## src/rtl/dsm_pkg.sv

```systemverilog
// dsm_pkg: shared constants and the output-width derivation for the DEM decimator
package dsm_pkg;
  localparam int DEM_ELEMS = 16;
  localparam int LEVEL_OFFSET = 8;
  localparam int CIC_ORDER = 3;
  localparam int OSR_DEF = 32;
  localparam int WARMUP_EVENTS = 3;
  function automatic int cic_ow(input int osr);
    return 5 + CIC_ORDER * $clog2(osr);
  endfunction
  localparam int OW_DEF = cic_ow(OSR_DEF);
endpackage

```

## src/rtl/cic3_chan.sv

```systemverilog
// cic3_chan: one channel of popcount level extraction plus 3rd-order CIC integrators and combs
module cic3_chan
  import dsm_pkg::*;
#(
  parameter int OW = OW_DEF
) (
  input  logic                 mclk512,
  input  logic                 reset_n,
  input  logic                 clr,
  input  logic                 strobe,
  input  logic                 dec_evt,
  input  logic                 emit,
  input  logic [DEM_ELEMS-1:0] dem_in,
  output logic [OW-1:0]        pcm
);
  localparam int PW = $clog2(DEM_ELEMS + 1);
  logic [PW-1:0] ones;
  logic [OW-1:0] x, i1, i2, i3, i1_n, i2_n, i3_n, c_in, d1, d2, d3, y1, y2, y3;
  // count selected unit elements
  always_comb begin
    ones = '0;
    for (int k = 0; k < DEM_ELEMS; k++) ones = ones + PW'(dem_in[k]);
  end
  assign x    = OW'(ones) - OW'(LEVEL_OFFSET);
  assign i1_n = i1 + x;
  assign i2_n = i2 + i1_n;
  assign i3_n = i3 + i2_n;
  assign y1   = c_in - d1;
  assign y2   = y1 - d2;
  assign y3   = y2 - d3;
  // integrators advance per strobe; comb delays shift only on decimation events so the
  // comb itself can be evaluated the cycle after the event from the latched sample
  always_ff @(posedge mclk512 or negedge reset_n)
    if (!reset_n) begin
      i1 <= '0; i2 <= '0; i3 <= '0;
      c_in <= '0; d1 <= '0; d2 <= '0; d3 <= '0;
      pcm <= '0;
    end else if (clr) begin
      i1 <= '0; i2 <= '0; i3 <= '0;
      c_in <= '0; d1 <= '0; d2 <= '0; d3 <= '0;
      pcm <= '0;
    end else begin
      if (strobe) begin
        i1 <= i1_n;
        i2 <= i2_n;
        i3 <= i3_n;
      end
      if (dec_evt) begin
        c_in <= i3_n;
        d1 <= c_in;
        d2 <= y1;
        d3 <= y2;
      end
      if (emit) pcm <= y3;
    end
endmodule

```

## src/rtl/dsm_dem_decimator.sv

```systemverilog
// dsm_dem_decimator: stereo DEM-vector to PCM decimator with shared decimation and warm-up control
module dsm_dem_decimator
  import dsm_pkg::*;
#(
  parameter int OSR = OSR_DEF,
  parameter int OW  = cic_ow(OSR)
) (
  input  logic                 mclk512,
  input  logic                 reset_n,
  input  logic [1:0]           dem_count,
  input  logic [DEM_ELEMS-1:0] dem_in_l,
  input  logic [DEM_ELEMS-1:0] dem_in_r,
  input  logic                 dec_clr,
  output logic [OW-1:0]        pcm_l,
  output logic [OW-1:0]        pcm_r,
  output logic                 pcm_valid
);
  localparam int CW = $clog2(OSR);
  logic          strobe, dec_evt, warm_done, pend;
  logic [CW-1:0] dec_cnt;
  logic [1:0]    warm;
  assign strobe    = dem_count == 2'b00;
  assign dec_evt   = strobe && dec_cnt == CW'(OSR - 1);
  assign warm_done = warm == 2'(WARMUP_EVENTS);
  // decimation counter, warm-up gate and the two-stage event-to-valid pipeline
  always_ff @(posedge mclk512 or negedge reset_n)
    if (!reset_n) begin
      dec_cnt <= '0; warm <= '0; pend <= 1'b0; pcm_valid <= 1'b0;
    end else if (dec_clr) begin
      dec_cnt <= '0; warm <= '0; pend <= 1'b0; pcm_valid <= 1'b0;
    end else begin
      if (strobe) dec_cnt <= dec_cnt + CW'(1);
      if (dec_evt && !warm_done) warm <= warm + 2'd1;
      pend <= dec_evt && warm_done;
      pcm_valid <= pend;
    end
  cic3_chan #(.OW(OW)) u_l (
    .mclk512(mclk512), .reset_n(reset_n), .clr(dec_clr), .strobe(strobe),
    .dec_evt(dec_evt), .emit(pend), .dem_in(dem_in_l), .pcm(pcm_l)
  );
  cic3_chan #(.OW(OW)) u_r (
    .mclk512(mclk512), .reset_n(reset_n), .clr(dec_clr), .strobe(strobe),
    .dec_evt(dec_evt), .emit(pend), .dem_in(dem_in_r), .pcm(pcm_r)
  );
endmodule

```

## config.mk

```make
export PLATFORM = sky130hd
export DESIGN_NAME = dsm_dem_decimator
export DESIGN_NICKNAME = d
export VERILOG_FILES = /design/src/rtl/dsm_pkg.sv /design/src/rtl/cic3_chan.sv /design/src/rtl/dsm_dem_decimator.sv
export SDC_FILE = /design/constraint.sdc
export NUM_CORES = 1
export LEC_CHECK = 0
export CAP_MARGIN = 5
export CORE_MARGIN = 1.5
export CORE_UTILIZATION = 40
export CTS_CLUSTER_DIAMETER = 60
export DETAILED_ROUTE_END_ITERATION = 8
export DONT_BUFFER_PORTS = 1
export PLACE_DENSITY = 0.53
export SYNTH_ARGS = -nofsm -noshare
export SYNTH_HDL_FRONTEND = slang
export SYNTH_SLANG_ARGS = --single-unit
```

## constraint.sdc

```tcl
create_clock -name mclk512 -period 8.2 [get_ports mclk512]
set_clock_uncertainty 0.2 [all_clocks]
set_input_delay 2.05 -clock mclk512 [delete_from_list [all_inputs] [get_ports mclk512]]
set_output_delay 2.05 -clock mclk512 [all_outputs]
set_load 0.005 [all_outputs]
```

==> metrics.md, run 1 <==
| Metric | Value |
|---|---|
| Hold path depth | 2 |
| Filler instances | between 5000 and 6000 |
| CP Launch Type | primary input |
| Top cell type's share of synthesized area | 32.74% |
| 1st-iter DRT viols | 1073 |
| Antenna viol nets, final | 0 |
| Worst skew pair latency | between 500 and 600 ps |
| Final period util | 122.9% |
| Router iterations before antenna repair | 5 |
| Core area | 61940 um2 |
| Sequential area share after synthesis | about 33% |
| Main synth FF type | dfrtp_1 |
| Post-synth EDFFs | 0 |
| Port buffer count | 0 |
| Worst path required time | 8470 ps |
| # rows | between 90 and 100 |
| Max_cap viols | 0 |
| Final Util | around half |
| Worst setup EP type | register |
| Io pins | 78 |
| RSZ-0062 raised after global routing | yes |
| Mapped Area | approximately 25000 um2 |
| Synth cell types | 78 |
| Final min period | between 10000 and 15000 ps |
| Antenna violations before repair | 0 |
| Hold Path Sink | u_r.c_in[8]$_DFFE_PN0P_ |
| Most used cell, CP | fa_1 |
| Failing checks | slew limit, setup timing |
| Reg-to-reg startpoint | u_r.c_in[0]$_DFFE_PN0P_ |
| Critical path's largest stage delay | around 530 ps |
| P&R area growth vs syn | 27.64% |
| Most common library cell in the layout ignoring fill and taps | nand2_1 |
| WL final | ~62 mm |
| Largest net degree at the start of global routing | 330 |
| Via total after detailed routing | about 22000 |
| Dominant cells by area after synthesis | dfrtp_1 33%, ha_1 11%, nand2_1 7.8% |
| First-pass GRT wire length | 104.4 mm |
| Die Ht | about 250 um |
| CTS Buf Count | 44 |
| R2r setup slk | 1780 ps |
| Initial Util | around two fifths |
| Most frequent cells in the layout | 499 x nand2_1, 340 x buf_4, 328 x dfrtp_1 |
| Fmax | 99.21 MHz |
| Die Wd | 253.7 um |
| Synth warn | 0 |
| R2R depth | 27 |
| Final Hold Vio Count | 0 |
| Clk sink count | roughly 330 |
| Async S/R FF share, synth | 100.0% |
| Reg-to-Reg End | u_r.pcm[19]$_DFFE_PN0P_ |
| Antenna diode count | 0 |
| Routed WL per cell | about 15 um |
| Type of the most critical hold path | reg -> reg |
| Die area | between 60000 and 70000 um2 |
| Max Buffers Root-to-Sink | 3 |
| DR DRC count | 0 |
| Total congestion overflow | 0 |
| Clock slew seen by the registers of the worst setup and hold paths | about 60 ps |
| RePlAce Congestion | a little under 0.9 |
| Share of cells above drive strength 1 | between 20% and 30% |
| Setup-failing EPs final | 76 |
| Number of global-route vias before repair | around 22000 |
| Net count after synthesis | 3387 |
| Vias per cell | 5.153 |
| Clock root cell | clkbuf_16 |
| Crit path kind | in -> reg |
| Max-slew headroom | -7.028% |
| Final net count | between 3000 and 4000 |
| Cell taking the most area after synthesis | dfrtp_1 |
| Slew Limit Fails | 170 |
| Register bit total from synthesis | between 300 and 400 |
| Crit path max-delay cell type | fa_1 |
| Max H-tree Level | 2 |
| Setup WS post-layout | -1879 ps |
| DP HPWL | between 40 and 50 mm |
| Mean Syn Cell Area | around 8.1 um2 |
| Outcome | complete, but fails checks |
| Total GRT Usage | 19.10% |
| Worst Path Arrival | between 10000 and 15000 ps |
| Worst Min Path Start | u_r.c_in[8]$_DFFE_PN0P_ |
| Syn Inst Count | approximately 3100 |
| Hold_ws | roughly 310 ps |
| CTS Hold Bufs | 0 |
| Worst slew pin tran | ~1600 ps |
| Critical path peak fanout | 5 |
| CTS tree | done |
layout make-up:
class	instances	area, um2	share of cell area, %
clock buffer	54	1221	3.804
clock inverter	23	292.8	0.9121
inverter	246	923.4	2.877
multi-input combinational	2374	17460	54.39
sequential	329	8234	25.65
tap	837	1047	3.263
timing repair buffer	372	2922	9.102
repair_timing:
item                       CTS  global route
resized for setup          164           158
setup endpoints to repair   84            88
pin swaps                  152           156
buffers inserted            67            33
cells by family (layout without fill, tap and decap cells):
family	count (synthesis)	after routing	share of synthesized area [%]
AO/OA/AOI/OAI	790	790	19.57
XOR/XNOR	221	221	7.950
adder cells (fa/ha/maj)	253	253	13.53
buffers and inverters	396	695	5.955
flip-flops	329	329	32.74
multiplexers	42	42	1.692
AND/OR/NAND/NOR	1068	1068	18.57
metrics by stage:
stage | instances | TNS [ps] | instance area [um2] | setup slack (ps)
4_1_cts | 4229 | -73460 | 31160 | -1917
3_5_place_dp | 4091 | -144870 | 28340 | -2678
3_3_place_gp | 4091 | -127820 | 28340 | -2465
5_1_grt | 4235 | -100730 | 32100 | -2237
2_1_floorplan | 3099 | -94230 | 25580 | -2416
6_report | 4235 | -75860 | 32100 | -1879
critical path: cells and delay by family:
kind	cells	cell delay (ps)
and+or+nand+nor	10	1940
adders and majority gates	11	3840
xor gates and xnor gates	2	240
buffers and inverters	3	160
AOI/OAI and AO/OA	10	2090
worst max-delay path by stage:
stage,start,endpoint,slack (ps),cells after the start
6_report,dem_in_l[1],u_l.c_in[18]$_DFFE_PN0P_,-1880,36
5_1_grt,dem_in_l[1],u_l.c_in[18]$_DFFE_PN0P_,-2240,36
4_1_cts,dem_in_l[1],u_l.c_in[18]$_DFFE_PN0P_,-1920,36
3_5_place_dp,dem_in_l[1],u_l.c_in[18]$_DFFE_PN0P_,-2680,34
3_3_place_gp,dem_in_l[1],u_l.c_in[18]$_DFFE_PN0P_,-2460,35
2_1_floorplan,dem_in_l[1],u_l.c_in[18]$_DFFE_PN0P_,-2420,37
cells in the mapped netlist (5+ instances only):
master / instances
nand2_1: 522
a21oi_1: 362
dfrtp_1: 329
nor2_1: 246
inv_1: 245
ha_1: 219
xnor2_1: 152
clkbuf_1: 117
o21ai_0: 101
xor2_1: 64
a21o_1: 56
nor3_1: 54
nand3_1: 52
a211oi_1: 38
mux2i_1: 38
and3_1: 37
o21a_1: 34
fa_1: 32
nor2b_1: 30
a31oi_1: 26
buf_1: 26
or3_1: 24
nand2b_1: 22
nand4_1: 22
o31ai_1: 21
o21bai_1: 17
and2_1: 15
o211ai_1: 12
or2_2: 12
a211o_1: 10
nor4_1: 10
o22ai_1: 10
a21boi_0: 8
a31o_2: 8
o41ai_1: 8
o2111ai_1: 7
a2111oi_0: 6
a41oi_1: 6
buf_2: 6
o31a_1: 6
or4_1: 6
nand3b_1: 5
o211a_1: 5
metal layers:
layer	up-vias	global-route usage, %	part of all wire, %
li1	11180	-	-
met1	10330	24.81	47
met2	242	33.34	48
met3	76	2.673	2.9
met4	0	4.626	1.8
met5	-	0	0
Power of run 1 is left out: the tool's default activity adds up to more than one toggle a clock period on the data nets, which glitch-free logic cannot reach.
==> run 2, diff against run 1 <==
Settings changed: PLACE_DENSITY 0.53 to 0.55, RECOVER_POWER from default to 25.
Clock period 8.2 ns to 8.8 ns, I/O delays scaled along.
==> metrics.md, run 2 (synthesis gave the netlist of run 1 again) <==
| Metric | Value |
|---|---|
| Critical path peak fanout | 6 |
| DP HPWL | 40.42 mm |
| Type of the most critical hold path | reg -> reg |
| Clk sink count | about 330 |
| DR DRC count | 0 |
| Final net count | ~3700 |
| Register area | slightly above 8000 um2 |
| Die area | about 64000 um2 |
| CP Launch Type | primary input |
| Max_cap viols | 0 |
| Pre-CTS WS | -2324 ps |
| Die Ht | about 250 um |
| Failing checks | setup timing |
| Final Instance Count excl. Fillers | between 4000 and 5000 |
| Critical path's largest stage delay | between 500 and 600 ps |
| Number of global-route vias before repair | roughly 22000 |
| Outcome | complete, but fails checks |
| Antenna violations before repair | 0 |
| Placed Area | between 20000 and 30000 um2 |
| Final min period | between 10000 and 15000 ps |
| Slew Limit Fails | 0 |
| Hold_ws | ~310 ps |
| Router iterations before antenna repair | 5 |
| CTS Buf Count | 44 |
| Via total after detailed routing | roughly 22000 |
| Worst path required time | between 9000 and 10000 ps |
| Initial Util | between 40% and 50% |
| First-pass GRT wire length | ~100 mm |
| Worst Path Arrival | around 11000 ps |
| Most frequent cells in the layout | 508 x nand2_1, 346 x buf_4, 328 x dfrtp_1 |
| Antenna viol nets, final | 0 |
| RSZ-0062 raised after global routing | yes |
| # rows | between 90 and 100 |
| CTS tree | done |
| RePlAce Congestion | about 0.85 |
| Die Wd | ~250 um |
| Max H-tree Level | 2 |
| Hold path depth | 2 |
| Worst skew pair latency | ~600 ps |
| Share of cells above drive strength 1 | between 20% and 30% |
| Antenna diode count | 0 |
| Clock root cell | clkbuf_16 |
| Largest net degree at the start of global routing | 330 |
| Multi-input gate area | 17090 um2 |
| Setup-failing EPs final | 61 |
| Most common library cell in the layout ignoring fill and taps | nand2_1 |
| CTS Hold Bufs | 0 |
| Port buffer count | 0 |
| Clock slew seen by the registers of the worst setup and hold paths | 60 ps |
| Filler instances | around 5700 |
| R2R depth | 26 |
| Core area | between 60000 and 70000 um2 |
| Max-slew headroom | about a quarter |
| Routed WL per cell | approximately 15 um |
| 1st-iter DRT viols | 1111 |
| Final Hold Vio Count | 0 |
| Worst setup EP type | register |
| Dpl cells | roughly 4100 |
| Total GRT Usage | 18.95% |
| Final period util | 116.7% |
| Total congestion overflow | 0 |
| Max Buffers Root-to-Sink | 3 |
| Setup WS post-layout | -1471 ps |
| Crit path kind | in -> reg |
| Most used cell, CP | fa_1 |
| Io pins | 78 |
| WL final | 61.67 mm |
| Vias per cell | between 5 and 6 |
| Worst slew pin tran | around 1100 ps |
| Crit path max-delay cell type | fa_1 |
| Post-route cell area | 31700 um2 |
| Fmax | about 97 MHz |
| P&R area growth vs syn | 26.05% |
## run 2: changes by cell type in the layout (fill, tap and decap cells not counted), moves of 6 or more
| cell | before | now |
|---|---|---|
| xnor2_2 | 26 | 38 |
| a21oi_1 | 301 | 312 |
| a21oi_2 | 54 | 44 |
| nand2_1 | 499 | 508 |
| xnor2_4 | 10 | 2 |
| buf_4 | 340 | 346 |
| ha_1 | 189 | 195 |
## run 2: worst paths after layout
check,startpoint,end,slack [ps]
min reg2reg,u_r.i2[18]$_DFFE_PN0P_,u_r.i2[18]$_DFFE_PN0P_,310
max reg2reg,u_l.c_in[0]$_DFFE_PN0P_,u_l.pcm[19]$_DFFE_PN0P_,2290
min in group asynchronous,reset_n,u_l.d3[1]$_DFFE_PN0P_,1120
max,dem_in_l[1],u_l.c_in[18]$_DFFE_PN0P_,-1470
min,u_r.i2[18]$_DFFE_PN0P_,u_r.i2[18]$_DFFE_PN0P_,310
max in group asynchronous,reset_n,u_r.i1[11]$_DFFE_PN0P_,6790
## run 2: final cells by class
cell class	instances	area share (%)
Multi-Input combinational cell	2374	53.92
Sequential cell	329	25.97
Timing Repair Buffer	374	9.216
Clock buffer	56	3.868
Tap cell	837	3.303
Inverter	246	2.913
Clock inverter	24	0.8051
## run 2: repair_timing
action / CTS / global route
setup buffers: 52 / 25
setup endpoints to repair: 68 / 71
gates resized for setup: 130 / 124
pin swaps: 110 / 98
## run 2: critical path: cells and delay by family
family / cells / cell delay [ps]
AO/OA/AOI/OAI: 9 / 1930
XOR/XNOR: 2 / 300
adder cells (fa/ha/maj): 11 / 3840
buffers and inverters: 6 / 640
AND/OR/NAND/NOR: 6 / 1640
## run 2: routing by layer
metal | share of wire, % | track usage (%) | wire length [um]
met5 | 0 | 0 | 0
met4 | 1.9 | 4.643 | 1143
met3 | 2.9 | 2.458 | 1787
met2 | 48 | 32.70 | 29750
met1 | 47 | 25.04 | 28990
## run 2: through the flow
| step | util [%] | setup TNS [ps] |
|---|---|---|
| 6_report | 51.18 | -47800 |
| 5_1_grt | 51.18 | -63560 |
| 4_1_cts | 49.85 | -43390 |
| 3_5_place_dp | 45.74 | -103920 |
| 3_3_place_gp | 45.74 | -85160 |
| 2_1_floorplan | - | -59890 |
Power of run 2 is left out for the same reason.
==> run 3, diff against run 2 <==
Settings changed: CTS_CLUSTER_DIAMETER 60 to default, HOLD_SLACK_MARGIN from default to 0.12, PLACE_DENSITY 0.55 to 0.6.
==> metrics.md, run 3 (synthesis gave the netlist of run 1 again) <==
| Metric | Value |
|---|---|
| Final period util | 116.9% |
| Port buffer count | 0 |
| Post-route cell area | between 30000 and 40000 um2 |
| Failing checks | slew limit, setup timing |
| Critical path peak fanout | 4 |
| Total GRT Usage | 19.08% |
| Antenna diode count | 0 |
| Antenna violations before repair | 0 |
| Hold path depth | 2 |
| Initial Util | 40.60% |
| Die Ht | 253.7 um |
| # rows | just over 90 |
| Crit path kind | in -> reg |
| Critical path's largest stage delay | about 500 ps |
| Max H-tree Level | 2 |
| Routed WL per cell | around 15 um |
| CTS Buf Count | 40 |
| Pre-CTS WS | -2171 ps |
| Max_cap viols | 0 |
| P&R area growth vs syn | 25.96% |
| WL final | a little over 60 mm |
| Setup-failing EPs final | 61 |
| Io pins | about 80 |
| Total congestion overflow | 0 |
| Vias per cell | 5.208 |
| Hold_ws | approximately 320 ps |
| R2R depth | 27 |
| Final Hold Vio Count | 0 |
| Largest net degree at the start of global routing | 330 |
| Router iterations before antenna repair | 5 |
| Type of the most critical hold path | reg -> reg |
| Number of global-route vias before repair | approximately 22000 |
| Worst path required time | between 9000 and 10000 ps |
| Die Wd | 253.7 um |
| Most used cell, CP | fa_1 |
| Core area | about 62000 um2 |
| Die area | approximately 64000 um2 |
| Max Buffers Root-to-Sink | 3 |
| DP HPWL | roughly 40 mm |
| Worst skew pair latency | ~570 ps |
| Crit path max-delay cell type | fa_1 |
| Max-slew headroom | -23.90% |
| Clk sink count | 329 |
| Worst Path Arrival | between 10000 and 15000 ps |
| Worst setup EP type | register |
| Multi-input gate area | ~17000 um2 |
| Final net count | 3653 |
| RePlAce Congestion | ~0.87 |
| Most common library cell in the layout ignoring fill and taps | nand2_1 |
| Setup WS post-layout | -1487 ps |
| CTS Hold Bufs | 0 |
| CP Launch Type | primary input |
| Final min period | a little over 10000 ps |
| Register area | roughly 8200 um2 |
| RSZ-0062 raised after global routing | yes |
| DR DRC count | 0 |
| Placed Area | between 20000 and 30000 um2 |
| Clock slew seen by the registers of the worst setup and hold paths | about 70 ps |
| Clock root cell | clkbuf_16 |
| Filler instances | roughly 5700 |
| Antenna viol nets, final | 0 |
| Share of cells above drive strength 1 | 21.97% |
| Via total after detailed routing | ~22000 |
| First-pass GRT wire length | between 100 and 150 mm |
| Slew Limit Fails | 172 |
| Fmax | 97.21 MHz |
| Worst slew pin tran | between 1500 and 2000 ps |
| CTS tree | done |
| 1st-iter DRT viols | 1014 |
| Most frequent cells in the layout | 505 x nand2_1, 348 x buf_4, 328 x dfrtp_1 |
| Outcome | complete, but fails checks |
[run 3: changes by cell type in the layout (fill, tap and decap cells not counted), sizes merged]
cell      delta
clkbuf       -3
bufinv       -1
inv          -3
clkinv       -2
clkinvlp     +2
[run 3: metrics by stage]
step	instances	util [%]	setup TNS (ps)
2_1_floorplan	3099	-	-59890
3_3_place_gp	4094	45.75	-85710
3_5_place_dp	4094	45.75	-99710
4_1_cts	4208	49.79	-42220
5_1_grt	4233	51.14	-64760
6_report	4233	51.14	-45630
[run 3: cell type report]
type                            instances  share of cell area [%]
Sequential cell                       329                   25.99
Inverter                              246                   2.915
Timing Repair Buffer                  374                   9.171
Clock inverter                         20                  0.5964
Multi-Input combinational cell       2374                   54.29
Clock buffer                           53                   3.733
Tap cell                              837                   3.306
[run 3: critical path, delay by kind of cell]
| family | cells | cell delay [ps] |
|---|---|---|
| and+or+nand+nor | 6 | 1790 |
| AOI/OAI and AO/OA | 9 | 1980 |
| adders and majority gates | 10 | 3770 |
| xor gates and xnor gates | 3 | 450 |
| buffers and inverters | 4 | 350 |
[run 3: final timing paths]
path / start / to / slack [ps]
setup reg to reg: u_r.c_in[0]$_DFFE_PN0P_ / u_r.pcm[19]$_DFFE_PN0P_ / 2350
max in group asynchronous: reset_n / u_r.i1[0]$_DFFE_PN0P_ / 5780
hold / removal: u_l.i3[11]$_DFFE_PN0P_ / u_l.i3[11]$_DFFE_PN0P_ / 320
setup / recovery: dem_in_l[1] / u_l.c_in[18]$_DFFE_PN0P_ / -1490
min in group asynchronous: reset_n / u_l.pcm[4]$_DFFE_PN0P_ / 1140
hold reg to reg: u_l.i3[11]$_DFFE_PN0P_ / u_l.i3[11]$_DFFE_PN0P_ / 320
[run 3: routing by layer]
| layer | GRT usage, % | vias up | wire, um |
|---|---|---|---|
| met5 | 0 | - | 0 |
| met4 | 4.762 | 0 | 1033 |
| met3 | 2.509 | 80 | 1913 |
| met2 | 34.07 | 281 | 30330 |
| met1 | 24.21 | 10510 | 28430 |
| li1 | - | 11170 | - |
[run 3: timing repair]
item / CTS / global route
resized for setup: 153 / 128
buffers inserted: 48 / 32
endpoints found under the setup margin: 64 / 76
pin swaps: 140 / 109
Power of run 3 is left out for the same reason.
